--- config.mk ---
export PLATFORM = sky130hd
export DESIGN_NAME = mem_stage_hs
export DESIGN_NICKNAME = d
export VERILOG_FILES = /design/src/rtl/mem_stage_hs.sv
export SDC_FILE = /design/constraint.sdc
export NUM_CORES = 1
export LEC_CHECK = 0
export BUFFER_PORTS_ARGS = -buffer_cell sky130_fd_sc_hd__clkbuf_2
export CAP_MARGIN = 25
export CORE_ASPECT_RATIO = 0.6
export CORE_MARGIN = 2
export CORE_UTILIZATION = 39
export CTS_BUF_LIST = sky130_fd_sc_hd__clkbuf_8
export CTS_CLUSTER_SIZE = 28
export DETAILED_ROUTE_END_ITERATION = 10
export PLACE_DENSITY = 0.72
export SYNTH_ARGS = -nofsm -noshare
export SYNTH_HDL_FRONTEND = slang
export SYNTH_SLANG_ARGS = --single-unit
--- constraint.sdc ---
create_clock -name clock -period 24.4 [get_ports clock]
set_input_delay 4.88 -clock clock [delete_from_list [all_inputs] [get_ports clock]]
set_output_delay 4.88 -clock clock [all_outputs]
set_load 0.05 [all_outputs]
--- src/rtl/mem_stage_hs.sv ---
// MEM pipeline stage: variable-latency req/ready data-memory access with sub-word
// load/store lanes, alignment check, wait-timeout watchdog and forwarding taps.
module mem_stage_hs #(
    parameter int ADDR_W   = 32,
    parameter int REG_AW   = 5,
    parameter int MAX_WAIT = 15
) (
    input  logic              clock,
    input  logic              reset,
    input  logic              ex_valid,
    input  logic              ex_mem_read,
    input  logic              ex_mem_write,
    input  logic              ex_reg_write,
    input  logic              ex_mem_to_reg,
    input  logic [1:0]        ex_size,
    input  logic              ex_unsigned,
    input  logic [ADDR_W-1:0] ex_alu_result,
    input  logic [31:0]       ex_write_data,
    input  logic [REG_AW-1:0] ex_dst,
    output logic              fwd_reg_write,
    output logic [REG_AW-1:0] fwd_dst,
    output logic [ADDR_W-1:0] fwd_alu_result,
    output logic              fwd_mem_read,
    output logic              stall,
    output logic              mem_req,
    output logic              mem_we,
    output logic [ADDR_W-1:0] mem_addr,
    output logic [3:0]        mem_be,
    output logic [31:0]       mem_wdata,
    input  logic              mem_ready,
    input  logic [31:0]       mem_rdata,
    output logic              wb_valid,
    output logic              wb_reg_write,
    output logic              wb_mem_to_reg,
    output logic [31:0]       wb_read_data,
    output logic [ADDR_W-1:0] wb_alu_result,
    output logic [REG_AW-1:0] wb_dst,
    output logic              misalign,
    output logic              bus_err
);

    typedef enum logic [0:0] {ST_IDLE, ST_WAIT} state_t;

    localparam logic [7:0] WAIT_LIM = 8'(MAX_WAIT);

    function automatic logic [3:0] lane_be(input logic [1:0] size, input logic [1:0] a,
                                           input logic rd);
        if (rd) return 4'b1111;
        case (size)
            2'b00:   return 4'b0001 << a;
            2'b01:   return 4'b0011 << a;
            default: return 4'b1111;
        endcase
    endfunction

    function automatic logic [31:0] lane_wdata(input logic [1:0] size, input logic [31:0] d);
        case (size)
            2'b00:   return {4{d[7:0]}};
            2'b01:   return {2{d[15:0]}};
            default: return d;
        endcase
    endfunction

    // Little-endian lane select followed by sign or zero extension.
    function automatic logic [31:0] load_ext(input logic [31:0] rdata, input logic [1:0] a,
                                             input logic [1:0] size, input logic uns);
        logic [7:0]  b;
        logic [15:0] h;
        b = rdata[{a, 3'b000} +: 8];
        h = a[1] ? rdata[31:16] : rdata[15:0];
        case (size)
            2'b00:   return uns ? {24'd0, b} : {{24{b[7]}}, b};
            2'b01:   return uns ? {16'd0, h} : {{16{h[15]}}, h};
            default: return rdata;
        endcase
    endfunction

    state_t      state;
    state_t      state_nxt;
    logic [7:0]  wait_cnt;
    logic        timeout;

    logic              access;
    logic              misaligned;
    logic              ex_we;
    logic [ADDR_W-1:0] ex_addr;
    logic [3:0]        ex_be;
    logic [31:0]       ex_wdata;
    logic [31:0]       ex_load;

    logic              req_we_p1;
    logic              req_read_p1;
    logic [ADDR_W-1:0] req_addr_p1;
    logic [3:0]        req_be_p1;
    logic [31:0]       req_wdata_p1;
    logic [1:0]        req_lo_p1;
    logic [1:0]        req_size_p1;
    logic              req_uns_p1;
    logic              req_reg_write_p1;
    logic              req_mem_to_reg_p1;
    logic [ADDR_W-1:0] req_alu_p1;
    logic [REG_AW-1:0] req_dst_p1;

    assign fwd_reg_write  = ex_valid & ex_reg_write & (ex_dst != '0);
    assign fwd_dst        = ex_dst;
    assign fwd_alu_result = ex_alu_result;
    assign fwd_mem_read   = ex_valid & ex_mem_read;

    assign access     = ex_valid & (ex_mem_read | ex_mem_write);
    assign misaligned = access & (((ex_size == 2'b01) & ex_alu_result[0]) |
                                  (ex_size[1] & (ex_alu_result[1:0] != 2'b00)));
    assign ex_we      = ex_mem_write & ~ex_mem_read;
    assign ex_addr    = {ex_alu_result[ADDR_W-1:2], 2'b00};
    assign ex_be      = lane_be(ex_size, ex_alu_result[1:0], ex_mem_read);
    assign ex_wdata   = lane_wdata(ex_size, ex_write_data);
    assign ex_load    = load_ext(mem_rdata, ex_alu_result[1:0], ex_size, ex_unsigned);

    // Once the counter has reached the limit the request is withdrawn for one
    // cycle with stall low, so upstream releases the instruction as it retires.
    assign timeout = (state == ST_WAIT) && (wait_cnt == WAIT_LIM);

    always_ff @(posedge clock) begin
        if (reset) state <= ST_IDLE;
        else       state <= state_nxt;
    end

    always_comb begin
        state_nxt = state;
        case (state)
            ST_IDLE: if (mem_req && !mem_ready) state_nxt = ST_WAIT;
            ST_WAIT: if (timeout || mem_ready)  state_nxt = ST_IDLE;
            default: state_nxt = ST_IDLE;
        endcase
    end

    always_comb begin
        mem_req   = 1'b0;
        mem_we    = 1'b0;
        mem_addr  = ex_addr;
        mem_be    = ex_be;
        mem_wdata = ex_wdata;
        if (state == ST_WAIT) begin
            mem_req   = ~timeout;
            mem_we    = ~timeout & req_we_p1;
            mem_addr  = req_addr_p1;
            mem_be    = req_be_p1;
            mem_wdata = req_wdata_p1;
        end else begin
            mem_req   = access & ~misaligned;
            mem_we    = access & ~misaligned & ex_we;
        end
    end

    assign stall = mem_req & ~mem_ready;

    always_ff @(posedge clock) begin
        if (reset)                                        wait_cnt <= '0;
        else if (state == ST_WAIT && state_nxt == ST_WAIT) wait_cnt <= wait_cnt + 8'd1;
        else                                              wait_cnt <= '0;
    end

    // p1: request fields captured on issue, replayed on the bus while waiting.
    always_ff @(posedge clock) begin
        if (state == ST_IDLE && mem_req) begin
            req_we_p1         <= ex_we;
            req_read_p1       <= ex_mem_read;
            req_addr_p1       <= ex_addr;
            req_be_p1         <= ex_be;
            req_wdata_p1      <= ex_wdata;
            req_lo_p1         <= ex_alu_result[1:0];
            req_size_p1       <= ex_size;
            req_uns_p1        <= ex_unsigned;
            req_reg_write_p1  <= ex_reg_write;
            req_mem_to_reg_p1 <= ex_mem_to_reg;
            req_alu_p1        <= ex_alu_result;
            req_dst_p1        <= ex_dst;
        end
    end

    // MEM/WB register.
    always_ff @(posedge clock) begin
        if (reset) begin
            wb_valid      <= 1'b0;
            wb_reg_write  <= 1'b0;
            wb_mem_to_reg <= 1'b0;
            wb_read_data  <= '0;
            wb_alu_result <= '0;
            wb_dst        <= '0;
            misalign      <= 1'b0;
            bus_err       <= 1'b0;
        end else begin
            misalign <= 1'b0;
            bus_err  <= 1'b0;
            if (timeout) begin
                wb_valid      <= 1'b1;
                wb_reg_write  <= 1'b0;
                wb_mem_to_reg <= req_mem_to_reg_p1;
                wb_read_data  <= '0;
                wb_alu_result <= req_alu_p1;
                wb_dst        <= req_dst_p1;
                bus_err       <= 1'b1;
            end else if (stall) begin
                wb_valid      <= 1'b0;
                wb_reg_write  <= 1'b0;
            end else if (state == ST_WAIT) begin
                wb_valid      <= 1'b1;
                wb_reg_write  <= req_reg_write_p1;
                wb_mem_to_reg <= req_mem_to_reg_p1;
                wb_read_data  <= req_read_p1 ?
                                 load_ext(mem_rdata, req_lo_p1, req_size_p1, req_uns_p1) : '0;
                wb_alu_result <= req_alu_p1;
                wb_dst        <= req_dst_p1;
            end else begin
                wb_valid      <= ex_valid;
                wb_reg_write  <= ex_valid & ex_reg_write & ~misaligned;
                wb_mem_to_reg <= ex_mem_to_reg;
                wb_read_data  <= (access & ex_mem_read & ~misaligned) ? ex_load : '0;
                wb_alu_result <= ex_alu_result;
                wb_dst        <= ex_dst;
                misalign      <= misaligned;
            end
        end
    end

endmodule

==> flow_metrics.py, run 1 <==
metrics = {
    "outcome": {
        "outcome": "finished, final reports clean",
    },
    "worst_setup_path": {
        "cp_top_family": "buffers and inverters",
        "ff2ff_path_depth": 8,
        "path_buf_inv": 3,
        "path_depth": 6,
        "crit_slowest_cell": "clkbuf_2",
        "worstPathCellList": "clkbuf_2, and2_1, o31a_1, or3_2, inv_2, clkbuf_2",
        "startpoint": "ex_size[1]",
        "crit_top_cell": "clkbuf_2",
        "required_ns": 19.52,
        "crit_fanout": 41,
        "crit_arrival_ns": 7.50,
        "r2r-start": "state",
        "crit_type": "input port to output pin",
        "start_kind": "input port",
        "slowest_delay_ns": 0.50,
        "end_kind": "output pin",
    },
    "sta": {
        "worst_slack_ns": 12.02,
        "setup_viol": 0,
        "max_freq_ghz": 0.0808,
        "fin_crit_ns": 12.38,
        "hold_viol_final": 0,
        "setup_tns_ns": 0,
        "rsz0062_at_grt": "no",
        "whs_ns": 0.433,
        "worst_pin_slew_ns": 0.934,
        "slew_headroom_pct": 37.5,
        "finClkSkew_ns": 0.0131,
        "slew_viol_final": 0,
        "fin_crit_sh_pct": 50.7,
    },
    "placed_design": {
        "placed_area_um2": 9720,
        "gp_congestion": 0.913,
        "dpl.cell_count": 1291,
        "dpl.hpwl_um": 17800,
        "portBuffers": 293,
        "pre_cts_ws_ns": 12.03,
    },
    "layout": {
        "layoutNonFillerInstCount": 1323,
        "drive_above_1_share_pct": 41.5,
        "nets": 1145,
        "diodes": 0,
        "postLayoutCellArea_um2": 10100,
        "multiInputGateArea_um2": 3700,
        "top_regs": "req_wdata_p1 x32, wb_alu_result x32, wb_read_data x32",
        "area_growth_pct": 20.9,
        "seqCellArea_um2": 4070,
        "fillCellCount": 2000,
    },
    "power": {
        "p_sw_uw": 235,
        "p_seq_share_pct": 46.2,
        "pwr-share-clk_pct": 27.8,
        "power_frac_comb_pct": 25.9,
        "p_sw_share_pct": 35.0,
        "p_int_uw": 435,
        "vdd_drop_max_v": 0.0000300,
        "total_leakage_power_nw": 4.21,
        "p_per_area_nw_per_um2": 66.2,
    },
    "min_path": {
        "min-delay-start": "wait_cnt[0]",
        "holdPathStages": 1,
        "hp-class": "register to register",
    },
    "logic_synthesis": {
        "synthCells": 810,
        "yosys_most_used_dff": "dfxtp_1",
        "syn_area_per_cell_um2": 10.3,
        "synth_compound_gate_area_share_pct": 18.0,
        "synth_fa_ha_area_share_pct": 0.149,
        "ys_ff_latch": 163,
        "synth-simple-area-share_pct": 8.90,
        "async_flop_share_pct": 0,
        "synth_top_family_by_area": "compound AO/OA/AOI/OAI gates",
        "ys_types": 53,
        "yosysSeqAreaShare_pct": 48.6,
        "synth_area_um2": 8370,
        "synth-xor-area-share_pct": 0.628,
        "synth_edf_count": 80,
        "yosysWarnings": 0,
        "synthMuxAreaShare_pct": 16.4,
    },
    "route": {
        "vias": 7334,
        "drc_errors": 0,
        "vias_per_cell": 5.54,
        "routedWlPerCell_um": 18.9,
        "routed_wl_um": 25000,
        "antenna_left": 0,
        "firstDrtPassIters": 5,
        "drtIter0Drc": 561,
    },
    "global_routing": {
        "antenna_found_initial": 1,
        "grt_max_degree": 81,
        "grt_usage_pct": 21.8,
        "grt_pass1_vias": 6717,
        "grt_overflow": 0,
        "grt_pass1_wl_um": 38200,
    },
    "clock_network": {
        "cts_tree": "done",
        "cts-resized-gates": 0,
        "cts_buffers": 17,
        "clkLatencyLatePin_ns": 0.45,
        "clockBufferDepth": 2,
        "clockRootBuffer": "clkbuf_8",
        "cts_sinks": 163,
        "path_clk_slew_ns": 0.07,
        "cts_hold_buf": 0,
        "ctsHtreeMaxLevel": 4,
        "post_cts_buffers": 0,
    },
    "die": {
        "rows": 41,
        "ios": 296,
        "fp.dieH_um": 117,
        "core_area_um2": 21000,
        "die_area_um2": 22700,
        "initial_core_util_pct": 39.8,
        "die_w_um": 193,
    },
    "run": {
        "maxCapViolations": 0,
    },
}
[power groups by stage]
stage	Clock (mW)	Sequential [mW]	Combinational [mW]
detailed placement	0	0.316	0.173
finish	0.186	0.310	0.174
global route	0.204	0.311	0.183
global placement	0	0.315	0.171
CTS	0.193	0.310	0.173
floorplan	0	0.343	0.102
[synth_stat cells, types with 2 or more instances]
cell type  number  area, µm²
mux2i_1        28        280
o21ai_0        65        325
a211o_1         6       52.6
nand2b_1        2       12.5
and2_1          5       31.3
buf_4          39        293
o21a_1          2       15.0
buf_1           7       26.3
or2_2           3       18.8
o211ai_1       26        195
edfxtp_1       80       2400
a2bb2oi_1       8       70.1
a21boi_0        6       45.0
o211a_1         6       60.1
or3_1           2       12.5
mux2_2         85        957
a31oi_1         9       56.3
nand3_1         4       20.0
dfxtp_1        83       1660
o221ai_1       16        140
xnor2_1         3       26.3
nand2_1        76        285
nor4_1          2       12.5
nor3_1         12       60.1
xor2_1          3       26.3
nand3b_1        2       15.0
nor2b_1        12       75.1
o22ai_1        22        138
and3_1          5       31.3
a21oi_1        52        260
mux4_2          6        135
inv_1          16       60.1
buf_2          16       80.1
clkbuf_1       39        146
nor2_1         37        139
a211oi_1        8       60.1
[stage by stage]
stage | util [%] | power [mW]
after floorplan | - | 0.445
after global placement | 46.2 | 0.486
after detailed placement | 46.2 | 0.488
after CTS | 48.0 | 0.675
after global routing | 48.1 | 0.699
final | 48.1 | 0.669
[layer usage]
layer	up-vias	global-route usage (%)	part of all wire, %
met4	2	5.30	1.4
met1	3511	29.9	43
li1	3409	-	-
met2	376	33.6	45
met5	-	0	0.032
met3	36	6.59	11
[cell usage in the layout, fill, tap and decap left out, types with 12 or more instances in the layout]
cell      netlist  final
clkbuf_2        1    293
mux2_2         85     85
dfxtp_1        83     82
edfxtp_1       80     80
nand2_1        76     76
o21ai_0        65     65
a21oi_1        52     52
nor2_1         37     36
mux2i_1        28     28
o211ai_1       26     26
o22ai_1        22     22
clkbuf_8        0     20
inv_1          16     17
o221ai_1       16     16
nor2b_1        12     12
nor3_1         12     12
[area by class of cell]
type	instances	share of cell area [%]
inverters	17	0.631
repair buffers	304	15.5
flip-flops and latches	163	40.2
multi-input cells	529	36.6
well taps	279	3.45
clock buffers	20	2.72
clock inverters	11	0.866
[path summary, 6_finish.rpt]
kind	endpoint	slack, ns
max reg2reg	wait_cnt[5]	21.12
max	stall	12.02
min	wait_cnt[0]	0.43
min reg2reg	wait_cnt[0]	0.43
[kinds of logic (layout without fill, tap and decap cells)]
group                      after synthesis  after routing
AOI/OAI and AO/OA                      236            236
and+or+nand+nor                        165            165
DFF                                    163            163
muxes                                  119            119
buffers and inverters                  119            352
xor gates and xnor gates                 6              6
adders and majority gates                1              1
other                                    1              2
(Power assumes the default switching activity.)
==> run 2: changes to the inputs <==
--- a/config.mk
+++ b/config.mk
@@ -5,6 +5,7 @@
 export SDC_FILE = /design/constraint.sdc
 export NUM_CORES = 1
 export LEC_CHECK = 0
+export ABC_AREA = 1
 export BUFFER_PORTS_ARGS = -buffer_cell sky130_fd_sc_hd__clkbuf_2
 export CAP_MARGIN = 25
 export CORE_ASPECT_RATIO = 0.6
@@ -13,7 +14,7 @@
 export CTS_BUF_LIST = sky130_fd_sc_hd__clkbuf_8
 export CTS_CLUSTER_SIZE = 28
 export DETAILED_ROUTE_END_ITERATION = 10
-export PLACE_DENSITY = 0.72
+export PLACE_DENSITY = 0.73
 export SYNTH_ARGS = -nofsm -noshare
 export SYNTH_HDL_FRONTEND = slang
 export SYNTH_SLANG_ARGS = --single-unit
==> constraint.sdc (replaced) <==
create_clock -name clock -period 10.9 [get_ports clock]
set_input_delay 2.18 -clock clock [delete_from_list [all_inputs] [get_ports clock]]
set_output_delay 2.18 -clock clock [all_outputs]
set_load 0.05 [all_outputs]
==> run 2 against run 1 <==
Final cell count up 39%. Design area is 9.0% higher. Die area up 9.9%. Synthesized cell count rose by 61%. Global-route usage grew 2.6 points. Hold slack gained 0.018 ns. Clock skew rose by 0.0045 ns. Sequential cell count did not move. Area after synthesis grew 10%. Total power rose by 150%. Sequential share of layout area is 3.3 points lower. Largest cell class unchanged. Largest power group unchanged.
==> flow_metrics.py, run 2 <==
metrics = {
    "worst_setup_path": {
        "end_kind": "output pin",
        "r2r-start": "state",
        "reg2reg_to": "wait_cnt[0]",
        "crit_top_cell": "nand2_1",
        "crit_type": "input port to output pin",
        "slowest_delay_ns": 0.76,
        "required_ns": 8.72,
        "crit_fanout": 45,
        "cp_top_family": "buffers and inverters",
        "path_buf_inv": 3,
        "rrSetupSlack_ns": 6.94,
        "start_kind": "input port",
        "ff2ff_path_depth": 8,
        "crit_slowest_cell": "inv_1",
        "worstPathCellList": "clkbuf_2, inv_1, nand2_1, o211ai_1, nand2_1, nand2_1, clkbuf_2",
        "crit_arrival_ns": 4.65,
    },
    "logic_synthesis": {
        "synth_area_um2": 9220,
        "syn_area_per_cell_um2": 7.08,
        "async_flop_share_pct": 0,
        "synth_most_common_cell": "nand2_1",
        "synthTopCellsByCount": "nand2_1, inv_1, nor2_1",
        "yosysWarnings": 0,
        "synthCells": 1302,
        "yosys_most_used_dff": "dfxtp_1",
        "ys_ff_latch": 163,
        "yosysSeqAreaShare_pct": 44.1,
        "synthTopCellsByArea": "edfxtp_1, nand2_1, dfxtp_1",
        "yosys.area.top_type": "edfxtp_1",
        "synth_top_area_share_pct": 26.0,
        "synth_edf_count": 80,
        "ys_types": 34,
    },
    "outcome": {
        "outcome": "finished, final reports clean",
    },
    "clock_network": {
        "clockBufferDepth": 2,
        "cts_buffers": 17,
        "cts_sinks": 163,
        "path_clk_slew_ns": 0.08,
        "cts_tree": "done",
        "post_cts_buffers": 0,
        "clockRootBuffer": "clkbuf_8",
        "cts_hold_buf": 0,
        "clkLatencyLatePin_ns": 0.46,
        "ctsHtreeMaxLevel": 4,
        "cts-resized-gates": 0,
    },
    "route": {
        "vias": 9372,
        "routedWlPerCell_um": 16.8,
        "firstDrtPassIters": 5,
        "routed_wl_um": 31000,
        "drc_errors": 0,
        "vias_per_cell": 5.09,
        "antenna_left": 0,
        "drtIter0Drc": 932,
    },
    "layout": {
        "area_growth_pct": 19.5,
        "layout_commonest_cell": "nand2_1",
        "top_regs": "req_wdata_p1 x32, wb_alu_result x32, wb_read_data x32",
        "drive_above_1_share_pct": 23.8,
        "final_cell_mix": "nand2_1, clkbuf_2, inv_1",
        "nets": 1625,
        "layoutNonFillerInstCount": 1841,
    },
    "power": {
        "p_per_area_nw_per_um2": 151,
        "vdd_drop_max_v": 0.000116,
        "total_leakage_power_nw": 5.62,
    },
    "sta": {
        "finClkSkew_ns": 0.0175,
        "worst_pin_slew_ns": 1.02,
        "whs_ns": 0.451,
        "hold_viol_final": 0,
        "max_freq_ghz": 0.146,
        "fin_crit_sh_pct": 62.6,
        "slew_headroom_pct": 32.1,
        "setup_tns_ns": 0,
        "slew_viol_final": 0,
        "setup_viol": 0,
        "fin_crit_ns": 6.83,
        "rsz0062_at_grt": "no",
    },
    "die": {
        "initial_core_util_pct": 39.9,
        "die_w_um": 203,
        "core_area_um2": 23100,
        "rows": 43,
        "ios": 296,
        "die_area_um2": 24900,
        "fp.dieH_um": 123,
    },
    "global_routing": {
        "grt_usage_pct": 24.4,
        "grt_pass1_wl_um": 46700,
        "grt_max_degree": 80,
        "grt_overflow": 0,
        "antenna_found_initial": 1,
        "grt_pass1_vias": 8346,
    },
    "placed_design": {
        "dpl.cell_count": 1806,
        "gp_congestion": 0.962,
        "portBuffers": 293,
        "dpl.hpwl_um": 22500,
    },
    "min_path": {
        "holdPathStages": 1,
        "min-delay-start": "wait_cnt[0]",
        "hp-class": "register to register",
        "min_to": "wait_cnt[0]",
    },
    "run": {
        "maxCapViolations": 0,
    },
}
## run 2: cell types whose count changed in the layout (fill, tap and decap cells not counted), sizes merged, moves of 8 or more
cell / previous run / this run
nand3: 4 / 95
o221ai: 16 / 0
a211oi: 9 / 0
nand2: 76 / 487
o21ai: 66 / 76
mux2: 85 / 0
o22ai: 22 / 0
nor2: 37 / 112
a21oi: 52 / 67
a2bb2oi: 8 / 0
nand4: 0 / 23
mux2i: 28 / 6
inv: 18 / 122
nor2b: 12 / 0
## run 2: metrics by stage
step	total power, mW	utilization (%)	setup slack [ns]	area (µm²)
floorplan	1.05	-	4.41	9230
global placement	1.16	45.4	4.20	10500
detailed placement	1.16	45.5	4.11	10500
CTS	1.67	47.5	4.13	11000
global route	1.74	47.7	3.89	11000
finish	1.67	47.7	4.07	11000
## run 2: how the worst max path moves through the flow
stage	startpoint	end	slack (ns)	depth (start not counted)
floorplan	ex_alu_result[0]	req_alu_p1[10]	4.41	6
global placement	ex_size[1]	mem_wdata[24]	4.20	7
detailed placement	ex_size[1]	mem_wdata[28]	4.11	7
CTS	ex_size[1]	mem_wdata[28]	4.13	7
global route	ex_size[1]	mem_wdata[28]	3.89	7
finish	ex_size[1]	mem_wdata[24]	4.07	7
## run 2: where the power goes
part / total [mW] / internal (mW) / leakage, nW / switching, mW
Sequential: 0.702 / 0.685 / 1.43 / 0.0175
Clock: 0.510 / 0.255 / 0.233 / 0.255
Combinational: 0.454 / 0.0973 / 3.96 / 0.356
## run 2: kinds of logic (layout without fill, tap and decap cells)
group                      Yosys count  after routing  share of synthesized area [%]
and+or+nand+nor                    723            723                           32.6
buffers and inverters              232            454                           12.0
AOI/OAI and AO/OA                  171            171                           10.0
DFF                                163            163                           44.1
muxes                                6              6                          0.651
xor gates and xnor gates             5              5                          0.475
adders and majority gates            1              1                          0.136
other                                1              3                         0.0407
## run 2: area by class of cell
class                           instances  area [µm²]
Fill cell                            2388       12100
Sequential cell                       163        4070
Multi-Input combinational cell        908        4060
Timing Repair Buffer                  304        1600
Inverter                              118         443
Tap cell                              315         394
Clock buffer                           20         275
Clock inverter                         12         184
Antenna cell                            1        2.50
## run 2: metal layers
layer | part of all wire (%) | routed length, µm | vias to the layer above | GRT usage [%]
li1 | - | - | 4566 | -
met1 | 45 | 14000 | 4279 | 35.0
met2 | 43 | 13300 | 495 | 35.8
met3 | 11 | 3320 | 32 | 7.46
met4 | 1.3 | 390 | 0 | 6.02
met5 | 0 | 0 | - | 0
